## config.mk

```make
export PLATFORM = sky130hd
export DESIGN_NAME = rom_loader
export DESIGN_NICKNAME = d
export VERILOG_FILES = /design/src/rtl/rom_loader_pkg.sv /design/src/rtl/rom_loader.sv
export SDC_FILE = /design/constraint.sdc
export NUM_CORES = 1
export LEC_CHECK = 0
export CAP_MARGIN = 15
export CORE_MARGIN = 2
export CORE_UTILIZATION = 40
export DETAILED_ROUTE_END_ITERATION = 7
export HOLD_SLACK_MARGIN = 0.15
export SLEW_MARGIN = 20
export SYNTH_ARGS = -nofsm -noshare
export SYNTH_HDL_FRONTEND = slang
export SYNTH_SLANG_ARGS = --single-unit
```

## constraint.sdc

```tcl
create_clock -name clk -period 2.3 [get_ports clk]
set_input_delay 0.46 -clock clk [delete_from_list [all_inputs] [get_ports clk]]
set_output_delay 0.46 -clock clk [all_outputs]
set_load 0.05 [all_outputs]
```

## src/rtl/rom_loader_pkg.sv

```systemverilog
// rom_loader_pkg: shared definitions for the ROM loader frame parser.
//   LDR_CMD_WRITE / LDR_CMD_DONE : frame command bytes
//   LDR_ADDR_BYTES               : number of address bytes in a WRITE_BLOCK frame
//   ldr_state_t                  : parser state; ST_CSUM exists only when
//                                  ROM_LOADER_CSUM_EN is defined
package rom_loader_pkg;

    localparam logic [7:0] LDR_CMD_WRITE  = 8'hA5;
    localparam logic [7:0] LDR_CMD_DONE   = 8'h5A;
    localparam int         LDR_ADDR_BYTES = 4;

    typedef enum logic [2:0] {
        ST_IDLE,
        ST_ADDR,
        ST_LEN,
        ST_DATA
`ifdef ROM_LOADER_CSUM_EN
        , ST_CSUM
`endif
    } ldr_state_t;

endpackage

```

## src/rtl/rom_loader.sv

```systemverilog
// rom_loader: parses the MCU byte stream into loader-bus writes.
//
// Frame: cmd, 4 address bytes (MSB first), LEN_W/8 length bytes (MSB first),
// N data bytes, and a trailing checksum byte when ROM_LOADER_CSUM_EN is
// defined (8-bit sum of address, length and data bytes).
//
// Parameters:
//   LEN_W       length field width; multiple of 8 in the range 16..32
// Ports:
//   clk         system clock
//   reset       synchronous active-high reset
//   rx_data     byte from the MCU link
//   rx_valid    one-cycle qualifier for rx_data
//   rx_first    with rx_valid, marks a command byte (resyncs from any state)
//   loader_act  loader session active (set by WRITE_BLOCK, cleared by DONE)
//   loader_a    write address, auto-incrementing, wraps at 2^32
//   loader_d    write data
//   loader_wr   one-cycle write strobe, one cycle after the data byte
//   busy        parser is not idle
//   err         sticky error (unknown command, checksum mismatch);
//               cleared by WRITE_BLOCK
//
// Handshake: rx_valid is a pure strobe with no backpressure; every qualified
// byte is consumed in the cycle it arrives, and all outputs are registered.
//
// Optional feature macro: ROM_LOADER_CSUM_EN (checksum byte and ST_CSUM).
module rom_loader
    import rom_loader_pkg::*;
#(
    parameter int LEN_W = 16
) (
    input  logic        clk,
    input  logic        reset,
    input  logic [7:0]  rx_data,
    input  logic        rx_valid,
    input  logic        rx_first,
    output logic        loader_act,
    output logic [31:0] loader_a,
    output logic [7:0]  loader_d,
    output logic        loader_wr,
    output logic        busy,
    output logic        err
);

    localparam int LEN_BYTES = LEN_W / 8;

    // State the parser enters after the last data byte (or a zero length).
`ifdef ROM_LOADER_CSUM_EN
    localparam ldr_state_t END_STATE = ST_CSUM;
    localparam logic       END_BUSY  = 1'b1;
`else
    localparam ldr_state_t END_STATE = ST_IDLE;
    localparam logic       END_BUSY  = 1'b0;
`endif

    ldr_state_t       state;
    logic [1:0]       byte_cnt;
    logic [23:0]      addr_sh;    // first three address bytes
    logic [31:0]      wr_addr;    // address of the next data byte
    logic [LEN_W-1:0] remaining;  // length shift register, then byte countdown
    logic [LEN_W-1:0] len_next;
`ifdef ROM_LOADER_CSUM_EN
    logic [7:0]       csum;
    logic [7:0]       csum_add;
`endif

    always_comb begin
        len_next = {remaining[LEN_W-9:0], rx_data};
`ifdef ROM_LOADER_CSUM_EN
        csum_add = csum + rx_data;
`endif
    end

    always_ff @(posedge clk) begin
        if (reset) begin
            state      <= ST_IDLE;
            busy       <= 1'b0;
            byte_cnt   <= '0;
            addr_sh    <= '0;
            wr_addr    <= '0;
            remaining  <= '0;
            loader_act <= 1'b0;
            loader_a   <= '0;
            loader_d   <= '0;
            loader_wr  <= 1'b0;
            err        <= 1'b0;
`ifdef ROM_LOADER_CSUM_EN
            csum       <= '0;
`endif
        end else begin
            loader_wr <= 1'b0;
            if (rx_valid && rx_first) begin
                // A command byte is decoded in any state; an unfinished
                // frame is simply dropped.
                byte_cnt <= '0;
`ifdef ROM_LOADER_CSUM_EN
                csum     <= '0;
`endif
                case (rx_data)
                    LDR_CMD_WRITE: begin
                        loader_act <= 1'b1;
                        err        <= 1'b0;
                        state      <= ST_ADDR;
                        busy       <= 1'b1;
                    end
                    LDR_CMD_DONE: begin
                        loader_act <= 1'b0;
                        state      <= ST_IDLE;
                        busy       <= 1'b0;
                    end
                    default: begin
                        err   <= 1'b1;
                        state <= ST_IDLE;
                        busy  <= 1'b0;
                    end
                endcase
            end else if (rx_valid) begin
                case (state)
                    ST_ADDR: begin
                        addr_sh <= {addr_sh[15:0], rx_data};
`ifdef ROM_LOADER_CSUM_EN
                        csum    <= csum_add;
`endif
                        if (byte_cnt == 2'(LDR_ADDR_BYTES - 1)) begin
                            loader_a <= {addr_sh, rx_data};
                            wr_addr  <= {addr_sh, rx_data};
                            byte_cnt <= '0;
                            state    <= ST_LEN;
                        end else begin
                            byte_cnt <= byte_cnt + 2'd1;
                        end
                    end
                    ST_LEN: begin
                        remaining <= len_next;
`ifdef ROM_LOADER_CSUM_EN
                        csum      <= csum_add;
`endif
                        if (byte_cnt == 2'(LEN_BYTES - 1)) begin
                            byte_cnt <= '0;
                            if (len_next == '0) begin
                                state <= END_STATE;
                                busy  <= END_BUSY;
                            end else begin
                                state <= ST_DATA;
                            end
                        end else begin
                            byte_cnt <= byte_cnt + 2'd1;
                        end
                    end
                    ST_DATA: begin
                        loader_wr <= 1'b1;
                        loader_a  <= wr_addr;
                        loader_d  <= rx_data;
                        wr_addr   <= wr_addr + 32'd1;
                        remaining <= remaining - LEN_W'(1);
`ifdef ROM_LOADER_CSUM_EN
                        csum      <= csum_add;
`endif
                        if (remaining == LEN_W'(1)) begin
                            state <= END_STATE;
                            busy  <= END_BUSY;
                        end
                    end
`ifdef ROM_LOADER_CSUM_EN
                    ST_CSUM: begin
                        if (rx_data != csum) begin
                            err <= 1'b1;
                        end
                        state <= ST_IDLE;
                        busy  <= 1'b0;
                    end
`endif
                    default: begin
                        // Stray byte in IDLE: ignored.
                    end
                endcase
            end
        end
    end

endmodule

```

# Word level (Yosys, flattened, before mapping)
# Cells that the tools add are included.
# totals
elab_cells	75
regBits	121
inputBits	12
output_inout_bits	44
# classes
add_sub_neg	3
mux	25
bitwise_logic	3
eq_ne	13
n_reduce_logical	20
# ops
operator	count
32-bit case mux with 2 select lines	2
32-bit by 1-bit adder with 32-bit output (second input constant)	1
32-bit 2-to-1 mux	1
16-bit case mux with 2 select lines	1
16-bit by 1-bit equality test with 1-bit output (second input constant)	1
16-bit logical NOT	1
16-bit by 1-bit subtractor with 16-bit output (second input constant)	1
3-bit 2-to-1 mux	5
3-bit inequality test (second input constant)	4
5-bit AND reduction	2
2-bit nonzero test	5
3-bit case mux with 3 select lines	1
3-bit AND reduction	3
8-bit by 7-bit equality test with 1-bit output (second input constant)	1
8-bit equality test (second input constant)	1
1-bit 2-to-1 mux	8
3-bit by 2-bit equality test with 1-bit output (second input constant)	2
2-bit 2-to-1 mux	3
1-bit case mux with 2 select lines	3
2-bit AND reduction	3
2-bit case mux with 2 select lines	1
4-bit AND reduction	1
4-bit nonzero test	1
3-bit by 1-bit equality test with 1-bit output (second input constant)	1
9 further kinds	11

# Longest topological paths before layout
# Gate-level depths: netlist of the first run.
# logic_depth
word_depth	6
ltp_mapped	9
ltp_nobuf	7

# Least setup slack after synthesis of the first run
# Ideal clock, no wire load.
# synth_timing
path_type	reg-to-reg
from	reg remaining[9]
to	reg state[0]
setup_slack_ns	0.177
path_stages_with_launch	6
synth_period_minus_slack_ns	2.123
arrival_time_ns	2.032
setup_ns	0.091
required_time_ns	2.209
n_path_buf	0
cell_sequence	dfxtp_1 or4_4 or3_4 o41ai_4 nand4_1 a311oi_1
# synth_between
elab_chain_cells	3
# synth_rtl
element	line	text
start, declared	rom_loader.sv:60	logic [LEN_W-1:0] remaining;
start signal, assigned	rom_loader.sv:134	remaining <= len_next;
start signal, assigned	rom_loader.sv:155	remaining <= remaining - LEN_W'(1);
16-bit by 1-bit equality test with 1-bit output	rom_loader.sv:159	if (remaining == LEN_W'(1)) begin
3-bit inequality test (no source line)	--	
5-bit AND reduction (no source line)	--	
end signal, assigned	rom_loader.sv:141	state <= END_STATE;
end signal, assigned	rom_loader.sv:144	state <= ST_DATA;
end signal, assigned	rom_loader.sv:160	state <= END_STATE;
end, declared	rom_loader.sv:56	ldr_state_t state;
# No other way between the ends.
# A chain may end at the register's enable or synchronous reset.

# Worst setup path in the final report of the first run
# layout_timing
from	reg remaining[9]
to	reg state[1]
# The elaborated chain is that of the path after synthesis.

==> results of run 1 <==
cell type report:
type                       instances  share of cell area, %
timing repair buffer             123                  14.17
clock inverter                    11                  2.478
clock buffer                      21                  5.884
multi-input combinational        566                  43.01
inverter                          17                 0.8155
sequential                       120                  30.70
tap                              184                  2.942
flip-flops by register name (all words and copies together), names as in the netlist:
| signal | cells |
|---|---|
| loader_a | 32 |
| remaining | 16 |
| busy | 1 |
| err | 1 |
| wr_addr | 32 |
| loader_act | 1 |
| loader_wr | 1 |
| state | 2 |
| addr_sh | 24 |
| byte_cnt | 2 |
| loader_d | 8 |
cell families (layout without fill, tap and decap cells):
group	count (synthesis)	in the layout	share of synthesized area [%]
buf+inv	73	172	4.583
flops	120	120	40.00
simple gates	304	304	24.44
mux	34	34	5.688
compound gates	218	218	23.21
fa+ha+maj	10	10	2.083
power groups by stage:
| stage | clock (mW) | sequential, mW | combinational [mW] |
|---|---|---|---|
| final | 2.96 | 2.11 | 0.339 |
| after global routing | 3.09 | 2.12 | 0.370 |
| after CTS | 2.99 | 2.11 | 0.333 |
| after detailed placement | 0 | 2.16 | 0.331 |
| after global placement | 0 | 2.16 | 0.327 |
| after floorplan | 0 | 2.17 | 0.180 |
layer usage:
layer  part of all wire [%]  GRT usage, %  routed length, um
met4                    1.8         8.791                321
met3                    5.5         3.838               1000
met5                      0             0                  0
met1                     49         32.62               8847
met2                     44         34.66               7921
worst reg2reg max path, stage by stage, from the launching register on:
cell and delay (ns):
dfxtp_1 0.31, or4_4 0.57, or3_4 0.39, o41ai_4 0.38, buf_4 0.18, a31oi_1 0.07
nor4_1 0.23
stage by stage:
stage | setup slack [ns] | util (%) | hold slack, ns | std cells | area (sq um)
2_1_floorplan | 0.1775 | - | 0.4318 | 759 | 6006
3_3_place_gp | -0.1077 | 48.98 | 0.4424 | 1009 | 7146
3_5_place_dp | -0.1742 | 48.98 | 0.4471 | 1009 | 7146
4_1_cts | 0.01417 | 53.46 | 0.4548 | 1041 | 7800
5_1_grt | -0.003739 | 53.64 | 0.4896 | 1042 | 7825
6_report | 0.05451 | 53.64 | 0.4519 | 1042 | 7825
synthesized netlist by cell type (2+ instances only):
cell type	number	area [sq um]
a2111oi_0	2	17.52
a211oi_1	38	285.3
a21boi_0	2	15.01
a21o_1	4	30.03
a21oi_1	69	345.3
a22oi_1	3	22.52
a311o_1	2	20.02
a311oi_1	7	61.31
a31oi_1	14	87.58
and2_1	3	18.77
and3_1	10	62.56
and4_1	2	17.52
buf_1	9	33.78
clkbuf_1	46	172.7
dfxtp_1	120	2402
ha_1	10	125.1
inv_1	17	63.81
mux2i_1	33	330.3
nand2_1	86	322.8
nand2b_1	8	50.05
nand3_1	15	75.07
nand4_1	14	87.58
nor2_1	88	330.3
nor2b_1	13	81.33
nor3_1	31	155.2
nor3b_1	2	15.01
nor4_1	10	62.56
nor4b_1	4	35.03
o211ai_1	3	22.52
o21a_1	4	30.03
o21ai_0	40	200.2
o21ai_1	3	15.01
o22ai_1	6	37.54
o2bb2ai_1	2	17.52
o31a_1	2	17.52
o31ai_1	2	15.01
o32ai_1	6	52.55
o41a_1	2	22.52
or3_1	4	25.02
or3_4	2	22.52
or4_1	8	60.06
worst paths after layout:
| path | from | end | slack (ns) | depth (start not counted) |
|---|---|---|---|---|
| max | remaining[9] | state[1] | 0.05 | 6 |
| min | addr_sh[23] | addr_sh[23] | 0.45 | 2 |
| max reg2reg | remaining[9] | state[1] | 0.05 | 6 |
| min reg2reg | addr_sh[23] | addr_sh[23] | 0.45 | 2 |
repair_timing:
| item | 4_1_cts | 5_1_grt |
|---|---|---|
| buffers inserted | 0 | 1 |
| resized for setup | 0 | 3 |
| endpoints found under the setup margin | 0 | 3 |
==> impl_results.rst, run 1 <==
.. list-table::
   :header-rows: 1

   * - Metric
     - Value
   * - Post-route ant nets
     - 0
   * - Largest net degree at the start of global routing
     - 70
   * - Critical Path Slowest Stage Cell
     - or4_4
   * - Number of DRC violations after detailed-routing iteration 0
     - 510
   * - Number of warnings printed during yosys synthesis
     - 0
   * - Share of synthesized registers carrying an async set or reset
     - 0%
   * - Static leakage power
     - between 2 and 3 nW
   * - Commonest non-fill, non-tap cell in the layout
     - dfxtp_1
   * - Number of enable-type register cells in the synthesized netlist
     - 0
   * - Die Wd
     - ~130 um
   * - Element type at the critical path start
     - flop
   * - Number of clock buffers inserted by TritonCTS
     - 17
   * - Post-Synthesis Cell Area
     - 6006 sq um
   * - Vias in the first global route
     - roughly 5800
   * - Critical path buffers and inverters
     - 1
   * - Die height
     - 126.5 um
   * - Buffer levels on the longest clock path
     - 2
   * - Total wire length after detailed routing
     - roughly 18 mm
   * - Fin. Hold Viols
     - 0
   * - Internal power component
     - approximately 4.2 mW
   * - Number of pins exceeding their max-slew limit in the final report
     - 0
   * - Final setup TNS
     - 0 ns
   * - Average routed wire per standard cell
     - ~17 um
   * - Outcome
     - complete, no violations
   * - Net count reported at finish
     - around 870
   * - Clock skew
     - 0.008223 ns
   * - Power consumption
     - ~5.4 mW
   * - Period utilization
     - between 90% and 100%
   * - Clock-pin transition on the worst setup and hold timing paths
     - about 0.050 ns
   * - Critical Path End Type
     - flop
   * - Hold-fix buffers, CTS
     - 0
   * - Proportion of power drawn by the clock network
     - a little over half
   * - Area occupied by registers
     - approximately 2400 sq um
   * - Max Cap Violations
     - 0
   * - Number of I/O port buffers
     - between 50 and 60
   * - Fin crit period
     - ~2.2 ns
   * - Switching power
     - between 1 and 1.5 mW
   * - Initial core utilization
     - between 40% and 50%
   * - Pre-antenna DRT Iters
     - 5
   * - Number of antenna violations at the first check in global routing
     - 0
   * - Buffer type at the clock tree root
     - clkbuf_16
   * - Share of final-layout standard cells stronger than drive strength 1
     - 12.94%
   * - Via count
     - 6081
   * - Average vias per placed instance
     - 5.836
   * - Total global routing overflow
     - 0
   * - Average size of a mapped cell
     - approximately 7.9 sq um
   * - Synth unique cells
     - 54
   * - Area inside the core boundary
     - ~15000 sq um
   * - Largest incremental delay on the critical path
     - 0.57 ns
   * - Clock insertion delay at the later pin of the skew report
     - approximately 0.42 ns
   * - Commonest cells after routing, fill and taps aside
     - dfxtp_1 (120), nor2_1 (87), nand2_1 (86), a21oi_1 (69), buf_4 (65)
   * - Placer Congestion
     - between 0.9 and 1
   * - Synth Register Bits
     - 120
   * - Slew at the pin closest to its max-slew limit
     - approximately 0.76 ns
   * - Final setup violation count
     - 0
   * - Combinational fraction of design power
     - roughly 6.3%
   * - Std cell rows
     - 44
   * - Detailed placer's ending HPWL
     - 12.50 mm
   * - CTS H-Tree Depth
     - 4
   * - Fraction of power consumed by sequential logic
     - between 30 and 40%
   * - CP max FO
     - 5
   * - Total GRT Usage
     - a little under a quarter
   * - Area of the multi-input gates
     - ~3400 sq um
   * - Worst min-delay path class
     - reg -> reg
   * - Critical Setup Path Class
     - reg -> reg
   * - Crit path cell chain
     - or4_4 -> or3_4 -> o41ai_4 -> buf_4 -> a31oi_1 -> nor4_1
   * - Required time at the endpoint of the critical path
     - between 2 and 3 ns
   * - Highest attainable clock frequency
     - approximately 0.45 GHz
   * - DRC errors left
     - 0
   * - Layout overhead on the synthesized area
     - 30.29%
   * - Clock tree from TritonCTS
     - done
   * - Diode insertion count for antenna repair
     - 0
   * - Share of the yosys chip area belonging to registers
     - about 40%
   * - Peak VDD IR
     - a little over 0.5 mV
   * - Total power divided by cell area
     - between 600 and 700 nW/um^2
   * - Tightest slew margin relative to the limit
     - 49.55%
   * - Count of clock tree sinks
     - 120
   * - Dominant register cell in the synthesized netlist
     - dfxtp_1
   * - Data arrival, critical path
     - between 2 and 3 ns
   * - Total I/O pin count
     - 56
   * - Switching fraction of total power
     - between 20 and 25%
   * - Layout fillers
     - 1351
   * - Wire length of the first global-routing pass
     - 29.68 mm
   * - Net Count, Synth
     - 781
   * - Cells after Synth
     - between 700 and 800
   * - Cell family with the largest share of critical-path delay
     - simple AND/OR/NAND/NOR gates
   * - Total Die Area
     - between 15000 and 20000 sq um
(Power assumes the default switching activity.)
==> run 2: changes to the inputs <==
Settings changed: GPL_ROUTABILITY_DRIVEN set to 0, HOLD_SLACK_MARGIN 0.15 to 0.08, PLACE_DENSITY set to 0.67.
==> run 2 against run 1 <==
Design area shrank 1.0%. Largest power group unchanged. Non-clock buffer count shrank 1. Via count shrank 2.8%. Utilization is 0.55 points lower. Largest cell class unchanged. Critical endpoint unchanged.
==> impl_results.rst, run 2 (same netlist as run 1, synthesis figures left out) <==
.. list-table::
   :header-rows: 1

   * - Metric
     - Value
   * - Count of clock tree sinks
     - between 100 and 150
   * - Element type at the critical path start
     - flop
   * - Number of I/O port buffers
     - 55
   * - Capturing point of the worst reg2reg path
     - state[1]
   * - Die Wd
     - 126.5 um
   * - Clock-pin transition on the worst setup and hold timing paths
     - ~0.060 ns
   * - Initial core utilization
     - roughly two fifths
   * - Critical Path Slowest Stage Cell
     - or4_1
   * - Hold-critical path depth
     - 2
   * - Number of clock buffers inserted by TritonCTS
     - 17
   * - Largest incremental delay on the critical path
     - 0.55 ns
   * - Largest net degree at the start of global routing
     - 49
   * - Number of DRC violations after detailed-routing iteration 0
     - 399
   * - Fin crit period
     - 2.191 ns
   * - Vias in the first global route
     - ~5600
   * - Total global routing overflow
     - 0
   * - Post-route ant nets
     - 0
   * - DRC errors left
     - 0
   * - Clock skew
     - 0.008053 ns
   * - Data arrival, critical path
     - approximately 2.5 ns
   * - Fin. Hold Viols
     - 0
   * - Slew at the pin closest to its max-slew limit
     - between 0.5 and 0.6 ns
   * - FF-to-FF Start
     - remaining[4]
   * - Via count
     - between 5000 and 6000
   * - Utilization after layout
     - 53.09%
   * - Total Die Area
     - ~16000 sq um
   * - Critical Path End Type
     - flop
   * - Std cell rows
     - 44
   * - Worst hold start
     - addr_sh[23]
   * - Hold-fix buffers, CTS
     - 0
   * - Internal power component
     - about 3.7 mW
   * - Setup slack of the most critical reg-to-reg path
     - around 0.11 ns
   * - Clock insertion delay at the later pin of the skew report
     - between 0.4 and 0.5 ns
   * - Worst min-delay path class
     - reg -> reg
   * - Register-to-Register Path Depth
     - 5
   * - Diode insertion count for antenna repair
     - 0
   * - Commonest cells after routing, fill and taps aside
     - dfxtp_1 (120), nor2_1 (87), nand2_1 (86), a21oi_1 (69), buf_4 (61)
   * - Average vias per placed instance
     - 5.680
   * - CP max FO
     - 3
   * - Number of antenna violations at the first check in global routing
     - 0
   * - Detailed placer's ending HPWL
     - 11.92 mm
   * - Setup repair after global routing missed its margin
     - false
   * - Layout overhead on the synthesized area
     - 28.96%
   * - Buffer type at the clock tree root
     - clkbuf_16
   * - Die height
     - 126.5 um
   * - Total power divided by cell area
     - roughly 640 nW/um^2
   * - Hold path endpoint
     - addr_sh[23]
   * - Number of pins exceeding their max-slew limit in the final report
     - 0
   * - # Post-CTS Setup Buffers
     - 0
   * - Total I/O pin count
     - 56
   * - Total wire length after detailed routing
     - 17.48 mm
   * - Max Cap Violations
     - 0
   * - Combinational fraction of design power
     - 6.8%
   * - Average routed wire per standard cell
     - approximately 17 um
   * - Pre-antenna DRT Iters
     - 5
   * - Share of final-layout standard cells stronger than drive strength 1
     - approximately 13%
   * - Largest regs
     - loader_a (32), wr_addr (32), addr_sh (24)
   * - Buffer levels on the longest clock path
     - 2
   * - Tightest slew margin relative to the limit
     - ~64%
   * - Clock tree from TritonCTS
     - done
   * - Outcome
     - complete, no violations
   * - Critical Setup Path Class
     - reg -> reg
   * - Switching power
     - between 1 and 1.5 mW
   * - Wire length of the first global-routing pass
     - approximately 29 mm
   * - Static leakage power
     - between 2 and 3 nW
   * - Required time at the endpoint of the critical path
     - approximately 2.6 ns
   * - Highest attainable clock frequency
     - approximately 0.46 GHz
   * - Total GRT Usage
     - between 20% and 30%
   * - Power consumption
     - roughly 5.0 mW
   * - Proportion of power drawn by the clock network
     - 50.6%
   * - Period utilization
     - 95.25%
   * - Final setup violation count
     - 0
   * - Peak VDD IR
     - approximately 0.45 mV
   * - Switching fraction of total power
     - between 20% and 30%
   * - Net count reported at finish
     - 866
   * - Commonest non-fill, non-tap cell in the layout
     - dfxtp_1
   * - Crit path cell chain
     - or4_1 -> or3_4 -> o41a_1 -> nor4b_1 -> nor4_1
   * - Fraction of power consumed by sequential logic
     - between 40% and 50%
   * - CTS H-Tree Depth
     - 4
   * - Area inside the core boundary
     - 14590 sq um
-- run 2: cell types whose count changed in the layout (fill, tap and decap cells not counted), moves of 2 or more --
cell / change
buf_4: -4
bufinv_16: -4
clkbuf_8: -2
clkinv_2: +4
clkbuf_1: -2
clkinv_4: +4
buf_12: +3
-- run 2: power by group through the flow --
stage	Combinational (mW)	Sequential, mW	Clock (mW)
finish	0.340	2.11	2.51
global route	0.370	2.12	2.63
CTS	0.337	2.11	2.53
detailed placement	0.336	2.16	0
global placement	0.335	2.16	0
floorplan	0.180	2.17	0
-- run 2: per-layer routing --
metal | track usage [%] | vias up | wire, um
met5 | 0 | - | 0
met4 | 8.016 | 0 | 272
met3 | 4.218 | 24 | 1137
met2 | 33.82 | 208 | 7804
met1 | 31.26 | 2739 | 8261
li1 | - | 2942 | -
-- run 2: metrics by stage --
step	hold WS [ns]	TNS [ns]	area, sq um	cells	setup WS [ns]
floorplan	0.4318	0	6006	759	0.1775
global placement	0.4409	-0.2408	7183	1009	-0.1380
detailed placement	0.4556	-0.2463	7183	1009	-0.1409
CTS	0.4599	0	7739	1041	0.09344
global route	0.4880	0	7745	1041	0.008541
finish	0.4605	0	7745	1041	0.1092
-- run 2: area by class of cell --
cell class | instances | area, sq um
timing repair buffer | 122 | 1139
inverter | 17 | 63.81
sequential | 120 | 2402
clock buffer | 17 | 425.4
clock inverter | 15 | 130.1
multi-input combinational | 566 | 3354
tap | 184 | 230.2
fill | 1391 | 6844
-- run 2: how the worst max path moves through the flow --
stage | startpoint | endpoint | slack [ns]
2_1_floorplan | remaining[9] | state[0] | 0.18
3_3_place_gp | rx_data[3] | state[1] | -0.14
3_5_place_dp | rx_data[3] | state[1] | -0.14
4_1_cts | remaining[9] | state[0] | 0.09
5_1_grt | remaining[4] | state[1] | 0.009
6_report | remaining[4] | state[1] | 0.11
-- run 2: repair_timing --
item / in CTS / in global routing
resized for setup: 0 / 1
hold endpoints to repair: 0 / 0
endpoints found under the setup margin: 0 / 3
-- run 2: worst max-delay path: cells and delay by family (launching register included) --
kind / cells / cell delay (ns)
AO/OA/AOI/OAI: 1 / 0.47
flip-flops: 1 / 0.31
AND/OR/NAND/NOR: 4 / 1.28
==> run 3: changes to the inputs <==
Settings changed: SLEW_MARGIN 20 to unset.
==> results of run 3 <==
Same layout as run 2: the final DEF is identical, and so are final timing and power.
